$ cat src/rtl/debounce_toggle_pulse_if.sv
// debounce_toggle_pulse_if: button/debounce signals (btn_in raw press; level, pulse, busy conditioned outputs)
interface debounce_toggle_pulse_if;
  logic btn_in;
  logic level;
  logic pulse;
  logic busy;
  modport master (output btn_in, input level, pulse, busy);
  modport slave (input btn_in, output level, pulse, busy);
endinterface

$ cat src/rtl/debounce_toggle_pulse.sv
// debounce_toggle_pulse: sync+debounce btn_in into level and one-cycle press pulse, busy while timing (clk, rst, bus.slave; DEBOUNCE_REPEAT_EN adds auto-repeat)
module debounce_toggle_pulse #(
  parameter int STABLE_CYCLES = 500000,
  parameter int CNT_W = $clog2(STABLE_CYCLES + 1),
  parameter int REPEAT_DELAY = 25000000,
  parameter int REPEAT_PERIOD = 10000000
) (
  input logic clk,
  input logic rst,
  debounce_toggle_pulse_if.slave bus
);
  typedef enum logic [1:0] {LOW, WAIT_HIGH, HIGH, WAIT_LOW} state_t;
  localparam logic [CNT_W-1:0] LAST = CNT_W'(STABLE_CYCLES - 1);
  state_t state_q, state_d;
  logic s1_q, s2_q, level_q, level_d, pulse_q, pulse_d, busy_q, busy_d, acc_pulse;
  logic [CNT_W-1:0] cnt_q, cnt_d;
  if (STABLE_CYCLES < 2 || REPEAT_DELAY < 1 || REPEAT_PERIOD < 1) begin : g_bad_params
  end
  always_ff @(posedge clk) begin
    if (rst) begin
      s1_q <= 1'b0;
      s2_q <= 1'b0;
      state_q <= LOW;
      cnt_q <= '0;
      level_q <= 1'b0;
      pulse_q <= 1'b0;
      busy_q <= 1'b0;
    end else begin
      s1_q <= bus.btn_in;
      s2_q <= s1_q;
      state_q <= state_d;
      cnt_q <= cnt_d;
      level_q <= level_d;
      pulse_q <= pulse_d;
      busy_q <= busy_d;
    end
  end
  always_comb begin
    state_d = state_q;
    cnt_d = '0;
    level_d = level_q;
    acc_pulse = 1'b0;
    case (state_q)
      LOW: if (s2_q) begin
        state_d = WAIT_HIGH;
        cnt_d = CNT_W'(1);
      end
      WAIT_HIGH: if (!s2_q) state_d = LOW;
      else if (cnt_q == LAST) begin
        state_d = HIGH;
        level_d = 1'b1;
        acc_pulse = 1'b1;
      end else cnt_d = cnt_q + 1'b1;
      HIGH: if (!s2_q) begin
        state_d = WAIT_LOW;
        cnt_d = CNT_W'(1);
      end
      WAIT_LOW: if (s2_q) state_d = HIGH;
      else if (cnt_q == LAST) begin
        state_d = LOW;
        level_d = 1'b0;
      end else cnt_d = cnt_q + 1'b1;
    endcase
    busy_d = state_d inside {WAIT_HIGH, WAIT_LOW};
  end
`ifdef DEBOUNCE_REPEAT_EN
  localparam int REP_MAX = REPEAT_DELAY > REPEAT_PERIOD ? REPEAT_DELAY : REPEAT_PERIOD;
  localparam int REP_W = $clog2(REP_MAX + 1);
  logic [REP_W-1:0] rep_q, rep_d, rep_lim;
  logic rep_on_q, rep_on_d, rep_hit, stay;
  always_ff @(posedge clk) begin
    if (rst) begin
      rep_q <= '0;
      rep_on_q <= 1'b0;
    end else begin
      rep_q <= rep_d;
      rep_on_q <= rep_on_d;
    end
  end
  always_comb begin
    stay = state_q == HIGH && state_d == HIGH;
    rep_lim = rep_on_q ? REP_W'(REPEAT_PERIOD) : REP_W'(REPEAT_DELAY);
    rep_hit = stay && rep_q + 1'b1 == rep_lim;
    rep_d = stay && !rep_hit ? rep_q + 1'b1 : '0;
    rep_on_d = stay && (rep_on_q || rep_hit);
  end
  assign pulse_d = acc_pulse | rep_hit;
`else
  assign pulse_d = acc_pulse;
`endif
  assign bus.level = level_q;
  assign bus.pulse = pulse_q;
  assign bus.busy = busy_q;
endmodule

$ cat src/flat_wrapper.sv
// flat-port wrapper written by rule: the top's interface ports become plain ports
module debounce_toggle_pulse_flat 
#(
  parameter int STABLE_CYCLES = 500000,
  parameter int CNT_W = $clog2(STABLE_CYCLES + 1),
  parameter int REPEAT_DELAY = 25000000,
  parameter int REPEAT_PERIOD = 10000000
)
  (clk, rst, bus_btn_in, bus_level, bus_pulse, bus_busy);
  debounce_toggle_pulse_if bus_i ();
  input logic clk;
  input logic rst;
  input wire logic [$bits(bus_i.btn_in)-1:0] bus_btn_in;
  output wire logic [$bits(bus_i.level)-1:0] bus_level;
  output wire logic [$bits(bus_i.pulse)-1:0] bus_pulse;
  output wire logic [$bits(bus_i.busy)-1:0] bus_busy;
  assign bus_i.btn_in = bus_btn_in;
  assign bus_level = bus_i.level;
  assign bus_pulse = bus_i.pulse;
  assign bus_busy = bus_i.busy;
  debounce_toggle_pulse #(.STABLE_CYCLES(STABLE_CYCLES), .CNT_W(CNT_W), .REPEAT_DELAY(REPEAT_DELAY), .REPEAT_PERIOD(REPEAT_PERIOD)) u_core (.clk(clk), .rst(rst), .bus(bus_i));
endmodule
$ cat config.mk
export PLATFORM = sky130hd
export DESIGN_NAME = debounce_toggle_pulse_flat
export DESIGN_NICKNAME = d
export VERILOG_FILES = /design/src/rtl/debounce_toggle_pulse_if.sv /design/src/rtl/debounce_toggle_pulse.sv /design/src/flat_wrapper.sv
export SDC_FILE = /design/constraint.sdc
export NUM_CORES = 1
export LEC_CHECK = 0
export BUFFER_PORTS_ARGS = -buffer_cell sky130_fd_sc_hd__buf_2
export CELL_PAD_IN_SITES_DETAIL_PLACEMENT = 1
export CELL_PAD_IN_SITES_GLOBAL_PLACEMENT = 1
export CORE_MARGIN = 2
export CORE_UTILIZATION = 35
export CTS_BUF_LIST = sky130_fd_sc_hd__clkbuf_4 sky130_fd_sc_hd__clkbuf_8
export DETAILED_ROUTE_END_ITERATION = 10
export HOLD_SLACK_MARGIN = 0.1
export PLACE_DENSITY = 0.59
export REMOVE_ABC_BUFFERS = 1
export SLEW_MARGIN = 20
export SYNTH_ARGS = -nofsm -noshare
export SYNTH_HDL_FRONTEND = slang
export SYNTH_SLANG_ARGS = --single-unit
$ cat constraint.sdc
create_clock -name clk -period 3.9 [get_ports clk]
set_input_delay 0.39 -clock clk [delete_from_list [all_inputs] [get_ports clk]]
set_output_delay 0.39 -clock clk [all_outputs]
set_load 0.005 [all_outputs]
# [Yosys cells after proc, flatten, opt, wreduce, memory -nomap -nowiden]
# Cells that the tools add are included.
[op_classes] n_eq_ne=10 addsub=1 reduce_logical=5 bitwise_logic=2 muxes=19
[op_table] operator="case mux 19 bit (4 select lines)" n=1
[op_table] operator="2-to-1 mux 19 bit" n=3
[op_table] operator="adder 19 x 1 -> 19 bit, second input constant" n=1
[op_table] operator="== test 19 bit, second input constant" n=1
[op_table] operator="2-to-1 mux 2 bit" n=6
[op_table] operator="case mux 2 bit (4 select lines)" n=1
[op_table] operator="2-to-1 mux 1 bit" n=7
[op_table] operator="== test 2 bit, second input constant" n=3
[op_table] operator="inequality test 2 x 1 -> 1 bit, second input constant" n=3
[op_table] operator="AND reduction 5 bit" n=1
[op_table] operator="== test 2 x 1 -> 1 bit, second input constant" n=2
[op_table] operator="nonzero test 2 bit" n=2
[op_table] operator="OR reduction 3 bit" n=1
[op_table] operator="zero test 2 bit" n=1
[op_table] operator="inequality test 2 bit, second input constant" n=1
[op_table] operator="NOT 1 bit" n=2
[op_table] operator="case mux 1 bit (2 select lines)" n=1
[word_totals] output_inout_bits=3 regBits=26 elab_cells=44

# [Longest topological paths before layout]
[depth] word_depth=6 depth_mapped=7 mapped_depth_nobuf=5

# [Worst setup path before layout]
# No wires, ideal clock.
[synth_timing] path_type="flip-flop to flip-flop" start="register u_core.cnt_q[2]" end="register u_core.cnt_q[15]" stages_incl_launch_ff=6 required_ns=3.830 setup_slack_ns=2.242 arrival_time_ns=1.589 n_path_buf=1 period_less_slack_ns=1.658 setup_time_ns=0.070 path_cell_list="dfxtp_1 > nand3_2 > or3_1 > buf_2 > or4_1 > a21oi_1"
[synth_between] elab_chain_cells=4 word_cells_on_any_way=6
[synth_rtl] element="from (decl)" line_no="debounce_toggle_pulse.sv:16" rtl="logic [CNT_W-1:0] cnt_q, cnt_d;"
[synth_rtl] element="from (signal assigned)" line_no="debounce_toggle_pulse.sv:32" rtl="cnt_q <= cnt_d;"
[synth_rtl] element="adder 19 x 1 -> 19 bit / == test 19 bit (equally long branches)"
[synth_rtl] element="2-to-1 mux 19 bit *" line_no="debounce_toggle_pulse.sv:49, debounce_toggle_pulse.sv:59"
[synth_rtl] element="2-to-1 mux 19 bit, on equally long branches" line_no="debounce_toggle_pulse.sv:58, debounce_toggle_pulse.sv:48"
[synth_rtl] element="case mux 19 bit (4 select lines) *" line_no="debounce_toggle_pulse.sv:43" rtl="case (state_q)"
# Every way passes the cells marked *; elsewhere a longest branch is shown, timed or not.
# A chain may end at the register's enable or synchronous reset.

# [Final worst setup path]
[layout_timing] start="register u_core.cnt_q[2]" end="register u_core.cnt_q[13]"
# The elaborated chain is that of the path after synthesis.

==> impl_metrics.csv <==
group,metric,value,unit
cells_and_area,drive_gt1_share,10.08,%
detailed_routing,drc_errors,0,
critical_path,cp_num_buf_inv,0,
clock_tree,cts-root-buf,"clkbuf_4",
die,row_count,20,
critical_path,cp_cell_sequence,"nand3_2 > or3_1 > or4_1 > a21oi_1",
power,clock_power_share,30.8,%
synth,yosysSeqAreaShare,45.15,%
flow_run,drv_cap,0,
grt,grt_max_degree,18,
power,p_seq_share,67.1,%
grt,grt_pass1_vias,842,
min_path,min-delay-start,"bus_btn_in",
critical_path,required,4.15,ns
power,leakage,0.3813,nW
sta,slew_viol_final,0,
synth,ys_seq_elements,25,
critical_path,cp_slowest_cell,"or3_1",
critical_path,crit_fanout,7,
critical_path,start_kind,"register",
clock_tree,tritoncts,"built",
grt,grt_usage,14.47,%
cells_and_area,fin_util,39.63,%
clock_tree,postCtsSetupRepairBufs,0,
clock_tree,numCtsBuffers,3,
cells_and_area,final_nets,134,
power,powerDensity,322.4,nW/um2
die,io_pins,6,
synth,synth_top_area_cell,"dfxtp_1",
die,start_util,36.61,%
synth,yosysTopAreaCellShare,45.15,%
power,p_total,386.8,uW
synth,syn_area,1109,um2
sta,fin_crit,1.848,ns
cells_and_area,syn2layout_area_growth,8.239,%
detailed_routing,vias,880,
clock_tree,ctsLongestPathBuffers,2,
synth,syn_area_per_cell,8.940,um2
sta,finalClockSkew,0.01002,ns
synth,synth_cell_types,34,
sta,tns,0,ns
clock_tree,clk_pin_slew,0.15,ns
outcome,status,"finished clean",
detailed_routing,wirelength,2.218,mm
grt,antenna_found_initial,0,
critical_path,arrival,2.10,ns
sta,fin_crit_sh,47.38,%
power,p_sw,85.06,uW
clock_tree,clock_latency,0.32,ns
sta,hold_violations,0,
place,place.gp.congestion,0.7438,
synth,yosysWarnings,0,
sta,rsz0062_at_grt,"no",
die,die_y,60.28,um
sta,fmax,541.2,MHz
min_path,hold_path.class,"in2reg",
critical_path,r2r_start,"u_core.cnt_q[2]",
die,die_w,60.28,um
place,place_area,1170,um2
critical_path,cpPeakStageDelay,0.51,ns
die,die-area,3634,um2
sta,whs,0.2643,ns
cells_and_area,diodes,0,
sta,setup_viol,0,
power,sw_frac_of_total,21.99,%
grt,grt_overflow,0,
clock_tree,cts_resized,0,
critical_path,endpoint_kind,"register",
detailed_routing,drt_iter0_drc,40,
sta,worst_slew_pin_slew,0.5506,ns
detailed_routing,antenna_left,0,
power,p_int,301.7,uW
detailed_routing,dr.pass1.iters,3,
critical_path,startpoint,"u_core.cnt_q[2]",
clock_tree,cts_hold_buffers,0,
detailed_routing,wl_per_cell,12.82,um
power,pwr-share-comb,2.0,%
grt,grt_pass1_wl,3.857,mm
sta,max_slew_margin,63.30,%
clock_tree,htree_num_levels,1,
die,core_area,3028,um2
clock_tree,cts_sinks,25,
place,place.port_buffers,5,
synth,synthTopCellsByArea,"dfxtp_1, xor2_1, nor2_1, xnor2_1, nand3_1",
place,hpwl,1.668,mm
cells_and_area,final_area,1200,um2
power,peakVddDrop,251.2,uV
critical_path,worst_path_dominant_cell_family,"simple AND/OR/NAND/NOR gates",
synth,synthCells,124,
critical_path,path_class,"reg2reg",
detailed_routing,post_drt_via_cell_ratio,5.087,
==> logic make-up after synthesis <==
| logic type | Yosys count | share of synthesized area, % |
|---|---|---|
| AO/OA/AOI/OAI | 19 | 10.50 |
| flip-flops | 25 | 45.15 |
| XOR/XNOR | 12 | 9.481 |
| adder cells (fa/ha/maj) | 1 | 1.128 |
| AND/OR/NAND/NOR | 60 | 31.04 |
| buffers and inverters | 7 | 2.708 |
==> cell usage in the layout (no fill, tap or decap), drive strengths merged <==
master	n
and4	3
buf	5
a21o	2
nor4b	2
a21bo	1
nand4	2
and2	2
nor2	15
and3b	1
clkbuf	3
and3	4
nand2b	1
and4b	1
o21ai	4
o31ai	3
xnor2	5
or4	3
nand2	7
clkinvlp	1
xor2	7
nor2b	3
nor4	1
ha	1
or3	4
a31oi	1
nor4bb	1
a21oi	7
nand3	9
a211oi	1
dfxtp	25
nand3b	1
inv	3
==> state kept, by name, summed over array words and instances, names as in the netlist <==
signal,cells
u_core.cnt_q,19
u_core.state_q,2
u_core.bus.level,1
u_core.bus.pulse,1
u_core.s1_q,1
u_core.s2_q,1
==> power groups by stage <==
stage	sequential (mW)	combinational, mW	clock [mW]
global placement	0.265	0.00808	0
detailed placement	0.265	0.00799	0
floorplan	0.265	0.00441	0
finish	0.260	0.00791	0.119
CTS	0.260	0.00811	0.128
global route	0.260	0.00898	0.137
==> worst reg2reg max path: stages, from the launching register on <==
cell	delay, ns
dfxtp_1	0.46
nand3_2	0.15
or3_1	0.51
or4_1	0.51
a21oi_1	0.15
==> final cells by class <==
class | count | area, um2
fill | 365 | 1828
inverter | 3 | 11.26
sequential | 25 | 500.5
multi-input combinational | 92 | 578.1
clock buffer | 3 | 22.52
tap | 44 | 55.05
timing repair buffer | 5 | 25.02
clock inverter | 1 | 7.507
==> worst paths after layout <==
check,cells after the start,to,slack (ns)
setup / recovery,4,u_core.cnt_q[13],2.05
hold / removal,2,u_core.s1_q,0.26
setup reg to reg,4,u_core.cnt_q[13],2.05
hold reg to reg,1,u_core.s2_q,0.46
==> stage by stage <==
step	cells	setup slack (ns)
CTS	173	2.023
floorplan	120	2.269
detailed placement	169	2.080
global route	173	1.818
finish	173	2.052
global placement	169	2.091
==> Yosys cell counts <==
cell type and number:
a211oi_1 1, a21bo_2 1, a21o_1 2, a21oi_1 7, a31oi_1 1, and2_1 2
and3_1 3, and3_2 1, and3b_1 1, and4_1 2, and4_2 1, and4b_1 1
buf_2 3, clkbuf_1 1, dfxtp_1 25, ha_1 1, inv_1 3, nand2_1 7
nand2b_1 1, nand3_1 8, nand3_2 1, nand3b_1 1, nand4_1 2, nor2_1 15
nor2b_1 3, nor4_1 1, nor4b_1 2, nor4bb_1 1, o21ai_0 4, o31ai_1 3
or3_1 4, or4_1 3, xnor2_1 5, xor2_1 7
==> metal layers <==
layer | track usage (%) | vias to the layer above | wire length [um] | share of wire (%)
met5 | 0 | - | 0 | 0
met4 | 3.810 | 0 | 25 | 1.1
met3 | 5.195 | 2 | 78 | 3.5
met2 | 22.83 | 9 | 1057 | 48
met1 | 18.64 | 419 | 1056 | 48
li1 | - | 450 | - | -
No activity file was read; power rests on OpenSTA's default activity.
